--- src/rtl/pipe_stage_reg_if.sv ---
// Stage-boundary bundle: advance/hold/squash controls, upstream payload and latched outputs.
// master drives controls and payload; slave is the pipeline latch.
interface pipe_stage_reg_if #(
   parameter int unsigned DATA_W = 64
);
   logic              en;
   logic              freeze;
   logic              flush;
   logic              in_valid;
   logic [DATA_W-1:0] in_data;
   logic              out_valid;
   logic [DATA_W-1:0] out_data;
   logic              flush_pend;

   modport master (
      output en, freeze, flush, in_valid, in_data,
      input  out_valid, out_data, flush_pend
   );

   modport slave (
      input  en, freeze, flush, in_valid, in_data,
      output out_valid, out_data, flush_pend
   );
endinterface

--- src/rtl/pipe_stage_reg.sv ---
// Pipeline latch with stall/freeze/flush handling and a deferred-flush FSM.
// Define PIPE_PERF_CNT_EN to build the saturating hazard-event counters.
module pipe_stage_reg #(
   parameter int unsigned DATA_W = 64,
   parameter int unsigned CNT_W  = 16
) (
   input  logic                CLK,
   input  logic                nRST,
   pipe_stage_reg_if.slave     bus,
   input  logic                clr_cnt,
   output logic [CNT_W-1:0]    flush_cnt,
   output logic [CNT_W-1:0]    freeze_cnt,
   output logic [CNT_W-1:0]    bubble_cnt
);

   typedef enum logic [0:0] {StRun, StFlushWait} state_e;

   state_e            state_q, state_d;
   logic              valid_q, valid_d;
   logic [DATA_W-1:0] data_q, data_d;
   logic              load;
   logic              flush_inc, freeze_inc, bubble_inc;

   always_comb begin
      state_d    = state_q;
      valid_d    = valid_q;
      data_d     = data_q;
      load       = 1'b0;
      flush_inc  = 1'b0;
      freeze_inc = 1'b0;
      unique case (state_q)
         StRun: begin
            if (bus.flush && bus.en) begin
               valid_d   = 1'b0;
               data_d    = '0;
               load      = 1'b1;
               flush_inc = 1'b1;
            end else if (bus.flush) begin
               state_d = StFlushWait;
            end else if (bus.freeze) begin
               freeze_inc = 1'b1;
            end else if (bus.en) begin
               valid_d = bus.in_valid;
               data_d  = bus.in_data;
               load    = 1'b1;
            end
         end
         StFlushWait: begin
            // Pending flush wins over freeze; repeated flushes here are absorbed.
            if (bus.en) begin
               valid_d   = 1'b0;
               data_d    = '0;
               load      = 1'b1;
               flush_inc = 1'b1;
               state_d   = StRun;
            end
         end
         default: state_d = StRun;
      endcase
      bubble_inc = load && !valid_d;
   end

   always_ff @(posedge CLK) begin
      if (!nRST) begin
         state_q <= StRun;
         valid_q <= 1'b0;
         data_q  <= '0;
      end else begin
         state_q <= state_d;
         valid_q <= valid_d;
         data_q  <= data_d;
      end
   end

   assign bus.out_valid  = valid_q;
   assign bus.out_data   = data_q;
   assign bus.flush_pend = (state_q == StFlushWait);

`ifdef PIPE_PERF_CNT_EN
   localparam logic [CNT_W-1:0] CntMax = '1;
   localparam logic [CNT_W-1:0] CntOne = CNT_W'(1);

   logic [CNT_W-1:0] flush_cnt_q, freeze_cnt_q, bubble_cnt_q;

   // Clear takes precedence over any increment in the same cycle.
   always_ff @(posedge CLK) begin
      if (!nRST || clr_cnt) begin
         flush_cnt_q  <= '0;
         freeze_cnt_q <= '0;
         bubble_cnt_q <= '0;
      end else begin
         if (flush_inc && (flush_cnt_q != CntMax))   flush_cnt_q  <= flush_cnt_q + CntOne;
         if (freeze_inc && (freeze_cnt_q != CntMax)) freeze_cnt_q <= freeze_cnt_q + CntOne;
         if (bubble_inc && (bubble_cnt_q != CntMax)) bubble_cnt_q <= bubble_cnt_q + CntOne;
      end
   end

   assign flush_cnt  = flush_cnt_q;
   assign freeze_cnt = freeze_cnt_q;
   assign bubble_cnt = bubble_cnt_q;
`else
   logic unused_perf;
   assign unused_perf = ^{clr_cnt, flush_inc, freeze_inc, bubble_inc};

   assign flush_cnt  = '0;
   assign freeze_cnt = '0;
   assign bubble_cnt = '0;
`endif

endmodule

--- src/flat_wrapper.sv ---
// flat-port wrapper written by rule: the top's interface ports become plain ports
module pipe_stage_reg_flat 
#(
   parameter int unsigned DATA_W = 64,
   parameter int unsigned CNT_W  = 16
)
  (CLK, nRST, clr_cnt, flush_cnt, freeze_cnt, bubble_cnt, bus_en, bus_freeze, bus_flush, bus_in_valid, bus_in_data, bus_out_valid, bus_out_data, bus_flush_pend);
  pipe_stage_reg_if #(.DATA_W(DATA_W)) bus_i ();
  input  logic CLK;
  input  logic nRST;
  input  logic clr_cnt;
  output logic [CNT_W-1:0] flush_cnt;
  output logic [CNT_W-1:0] freeze_cnt;
  output logic [CNT_W-1:0] bubble_cnt;
  input wire logic [$bits(bus_i.en)-1:0] bus_en;
  input wire logic [$bits(bus_i.freeze)-1:0] bus_freeze;
  input wire logic [$bits(bus_i.flush)-1:0] bus_flush;
  input wire logic [$bits(bus_i.in_valid)-1:0] bus_in_valid;
  input wire logic [$bits(bus_i.in_data)-1:0] bus_in_data;
  output wire logic [$bits(bus_i.out_valid)-1:0] bus_out_valid;
  output wire logic [$bits(bus_i.out_data)-1:0] bus_out_data;
  output wire logic [$bits(bus_i.flush_pend)-1:0] bus_flush_pend;
  assign bus_i.en = bus_en;
  assign bus_i.freeze = bus_freeze;
  assign bus_i.flush = bus_flush;
  assign bus_i.in_valid = bus_in_valid;
  assign bus_i.in_data = bus_in_data;
  assign bus_out_valid = bus_i.out_valid;
  assign bus_out_data = bus_i.out_data;
  assign bus_flush_pend = bus_i.flush_pend;
  pipe_stage_reg #(.DATA_W(DATA_W), .CNT_W(CNT_W)) u_core (.CLK(CLK), .nRST(nRST), .bus(bus_i), .clr_cnt(clr_cnt), .flush_cnt(flush_cnt), .freeze_cnt(freeze_cnt), .bubble_cnt(bubble_cnt));
endmodule
--- config.mk ---
export PLATFORM = sky130hd
export DESIGN_NAME = pipe_stage_reg_flat
export DESIGN_NICKNAME = d
export VERILOG_FILES = /design/src/rtl/pipe_stage_reg_if.sv /design/src/rtl/pipe_stage_reg.sv /design/src/flat_wrapper.sv
export SDC_FILE = /design/constraint.sdc
export NUM_CORES = 1
export LEC_CHECK = 0
export CORE_UTILIZATION = 37
export CTS_CLUSTER_SIZE = 16
export DETAILED_ROUTE_END_ITERATION = 16
export PLACE_DENSITY_LB_ADDON = 0.1
export SYNTH_ARGS = -nofsm -noshare
export SYNTH_HDL_FRONTEND = slang
export SYNTH_SLANG_ARGS = --single-unit
export TNS_END_PERCENT = 30
--- constraint.sdc ---
create_clock -name CLK -period 1.7 [get_ports CLK]
set_input_delay 0.425 -clock CLK [delete_from_list [all_inputs] [get_ports CLK]]
set_output_delay 0.425 -clock CLK [all_outputs]
set_load 0.03 [all_outputs]
==> out/summary.txt <==
CRITICAL PATH
-----------------------------------------------------------------------------------------------
Last element of the critical path ................................................ u_core.bus.out_data[36]$_SDFFE_PN0P_
CP Capture Type ..................................................................     register
Crit path buf inv count ..........................................................            2
Kind of cell adding the most delay to the critical path .......................... buffers and inverters
Slowest cell on the critical path ................................................ sky130_fd_sc_hd__clkdlybuf4s50_1
Worst EP arrival .................................................................      1860 ps
Origin of the worst setup path ...................................................   bus_freeze
Required time of the critical path ...............................................      1920 ps
Count of cells along the worst register-to-register path .........................            4
Classification of the worst setup path ........................................... input pin to register
Largest stage delay, worst path ..................................................       450 ps
Startpoint type of the worst setup path ..........................................    input pin
Critical register-to-register path startpoint .................................... u_core.bus.flush_pend$_SDFF_PN0_
CP cell instances ................................................................ clkdlybuf4s50_1 > or3b_4 > and2_4 > buf_12 > a31o_2
Depth of the critical timing path with buffers and inverters included ............            5
Setup slack of the most critical reg-to-reg path .................................       250 ps
Capture instance of the worst register-to-register path .......................... u_core.bus.out_data[36]$_SDFFE_PN0P_
Worst-path maximum fanout ........................................................           39

STA
-----------------------------------------------------------------------------------------------
Min Tclk post-route ..............................................................      1640 ps
Setup repair after global routing missed its margin ..............................           no
Final max-slew violation count ...................................................            0
Worst slew margin relative to its limit ..........................................        58.8%
Final Hold Viols .................................................................            0
Portion of the clock cycle consumed by the worst path in the final layout ........        96.5%
Smallest hold slack ..............................................................       434 ps
Worst Max-Slew Pin Slew ..........................................................       618 ps
Count of final setup violators ...................................................            0
Achievable frequency .............................................................      610 MHz
Setup Skew .......................................................................      6.45 ps

OUTCOME
-----------------------------------------------------------------------------------------------
Status ........................................................................... finished clean

GLOBAL ROUTE
-----------------------------------------------------------------------------------------------
Via count of the first global-routing pass .......................................         2561
Tot GR Track Use .................................................................        18.1%
Maximum number of pins on one net before global-route repair .....................           66
Initial antenna violation count ..................................................            0
Wire length of the first global-routing pass .....................................      12.5 mm
Residual overflow from global routing ............................................            0

PLACEMENT
-----------------------------------------------------------------------------------------------
I/O Buffers ......................................................................          135
Half-perimeter wire length of the detailed placement result ......................      5.09 mm
Routability Congestion ...........................................................        0.692

CLOCK TREE
-----------------------------------------------------------------------------------------------
Hold bufs inserted after CTS .....................................................            0
Num CTS Buffers ..................................................................            9
Clock input transition at the sequential cells of the worst setup and hold paths .        60 ps
H-Tree Depth .....................................................................            3
Clk buf depth ....................................................................            2
Post-CTS Setup Repair Bufs .......................................................            0
Clock latency at the later pin of the worst-skew pair ............................       320 ps
CTS tree .........................................................................        built
Clk Tree Root Cell ............................................................... sky130_fd_sc_hd__clkbuf_8
Sinks on the clock net ...........................................................           66

DRT
-----------------------------------------------------------------------------------------------
Detailed-route DRC error count ...................................................            0
Total met2 wirelength after detailed routing .....................................      3.62 mm
Average vias per placed instance .................................................         4.91
Detailed-route wire length on metal 1 ............................................      3.52 mm
Number of nets with antenna violations after detailed routing ....................            0
Uppermost metal layer occupied by signal nets ....................................         met4
Routed length on met3 ............................................................       654 um
Wire length reported by the detailed router ......................................      7.94 mm
Initial detailed-routing violation count .........................................          124
Post-detailed-route wirelength per cell ..........................................      13.7 um
Iteration count of the initial detailed-routing pass .............................            5
Number of vias after detailed routing ............................................         2839

LOGIC SYNTHESIS
-----------------------------------------------------------------------------------------------
Cell type contributing the most total cell area after synthesis .................. sky130_fd_sc_hd__dfxtp_1
Cell area after technology mapping ...............................................    3050 um^2
Average footprint of a synthesized cell ..........................................    8.69 um^2
Yosys warns ......................................................................            0
Yosys top cell area share ........................................................        43.3%
Synth area leaders ............................................................... sky130_fd_sc_hd__dfxtp_1 43%, sky130_fd_sc_hd__a31o_1 14%, sky130_fd_sc_hd__buf_4 12%
Unique masters post-synth ........................................................           16
Part of the Yosys area used for sequential elements ..............................        43.3%
Gate Count Post-Synth ............................................................          351
Flop and latch count out of synthesis ............................................           66

FINAL LAYOUT
-----------------------------------------------------------------------------------------------
Net count of the finished layout .................................................          544
Layout cells sized above 1 .......................................................        9.45%
Diodes inserted ..................................................................            0
Final core area utilization ......................................................        55.9%
Area added between synthesis and finish ..........................................        43.8%

FLOORPLANNING
-----------------------------------------------------------------------------------------------
Y dimension of the die ...........................................................      92.8 um
Die footprint ....................................................................    8610 um^2
Total I/O pin count ..............................................................          185
Core footprint ...................................................................    7850 um^2
Die X ............................................................................      92.8 um
Starting Density .................................................................        38.9%
Row cnt ..........................................................................           32

POWER AND IR DROP
-----------------------------------------------------------------------------------------------
Combinational share of power .....................................................        24.0%
PwrDens ..........................................................................  828 nW/um^2
Sequential cell fraction of total power ..........................................        45.9%
LEAKAGE ..........................................................................      1.99 nW
Internal power ...................................................................      2.50 mW
Switching share of total power ...................................................        31.1%
Fraction of power consumed by the clock network ..................................        30.1%
Worst IR drop on VDD .............................................................       422 uV
Net load switching power .........................................................      1.13 mW

RUN
-----------------------------------------------------------------------------------------------
Total of max-cap violations ......................................................            0

WORST HOLD PATH
-----------------------------------------------------------------------------------------------
Path category of the worst min-delay check ....................................... input pin to register

power groups by stage:
stage / Sequential, mW / Clock [mW] / Combinational, mW
finish: 1.67 / 1.09 / 0.872
global route: 1.68 / 1.19 / 0.928
CTS: 1.67 / 1.14 / 0.874
detailed placement: 1.70 / 0 / 0.924
global placement: 1.70 / 0 / 0.922
floorplan: 1.86 / 0 / 0.461
cells in the mapped netlist (all sizes together):
library cell  count
a21oi            65
a31o             65
a211oi            1
or3b              1
nor2              1
and2              1
nor3              1
inv               1
nand2            65
buf              66
clkbuf           17
conb              1
dfxtp            66
worst register-to-register path, delay by kind of cell (launching register included):
| kind | cells | cell delay [ps] |
|---|---|---|
| AO/OA/AOI/OAI | 1 | 250 |
| AND/OR/NAND/NOR | 2 | 590 |
| flip-flops | 1 | 330 |
| buffers and inverters | 1 | 170 |
stage by stage:
stage	cells	setup WS [ps]	cell area (um^2)	power, mW	TNS (ps)
2_1_floorplan	398	131	3230	2.32	0
3_3_place_gp	564	-412	4300	2.62	-25020
3_5_place_dp	564	-415	4300	2.63	-25310
4_1_cts	578	4.82	4380	3.68	0
5_1_grt	578	39.8	4390	3.79	0
6_report	578	60.0	4390	3.63	0
area by class of cell:
| class | count | area [um^2] |
|---|---|---|
| fill | 766 | 3460 |
| tap | 102 | 128 |
| clock buffer | 11 | 141 |
| multi-input combinational | 248 | 1370 |
| timing repair buffer | 147 | 1410 |
| inverter | 1 | 3.75 |
| clock inverter | 3 | 17.5 |
| sequential | 66 | 1320 |
cell families (layout without fill, tap and decap cells):
family | count (synthesis) | count (layout) | share of synthesized area [%]
and+or+nand+nor | 69 | 69 | 8.78
AOI/OAI and AO/OA | 131 | 131 | 29.6
buffers and inverters | 84 | 162 | 18.2
other | 1 | 48 | 0.123
DFF | 66 | 66 | 43.3
worst min-delay path by stage:
stage,startpoint,end,slack [ps],cells past startpoint
4_1_cts,nRST,u_core.bus.flush_pend$_SDFF_PN0_,410,3
3_3_place_gp,u_core.bus.out_data[27]$_SDFFE_PN0P_,u_core.bus.out_data[27]$_SDFFE_PN0P_,580,3
2_1_floorplan,bus_in_data[0],u_core.bus.out_data[0]$_SDFFE_PN0P_,560,1
5_1_grt,nRST,u_core.bus.flush_pend$_SDFF_PN0_,440,3
3_5_place_dp,u_core.bus.out_data[5]$_SDFFE_PN0P_,u_core.bus.out_data[5]$_SDFFE_PN0P_,590,3
6_report,nRST,u_core.bus.flush_pend$_SDFF_PN0_,430,3
cell usage in the layout (no fill, tap or decap), drive strengths merged:
cell            n
clkdlybuf4s50  67
dlygate4sd2    66
dfxtp          66
nand2          65
a21oi          65
a31o           65
conb           48
buf            14
clkbuf         11
clkinv          2
or3b            1
and2            1
inv             1
a211oi          1
nor2            1
nor3            1
clkinvlp        1
sequential cells by signal, indices dropped and copies added (netlist names):
register,count
u_core.bus.out_valid,1
u_core.bus.out_data,64
u_core.bus.flush_pend,1
per-layer routing:
metal	track usage (%)	up-vias
li1	-	1369
met1	23.4	1324
met3	4.60	13
met5	0	-
met2	28.4	133
met4	7.95	0
timing repair:
| action | in CTS | in global routing |
|---|---|---|
| gates resized for setup | 68 | 3 |
| endpoints found under the setup margin | 131 | 61 |
| pin swaps | 1 | 0 |
(Power assumes the default switching activity.)
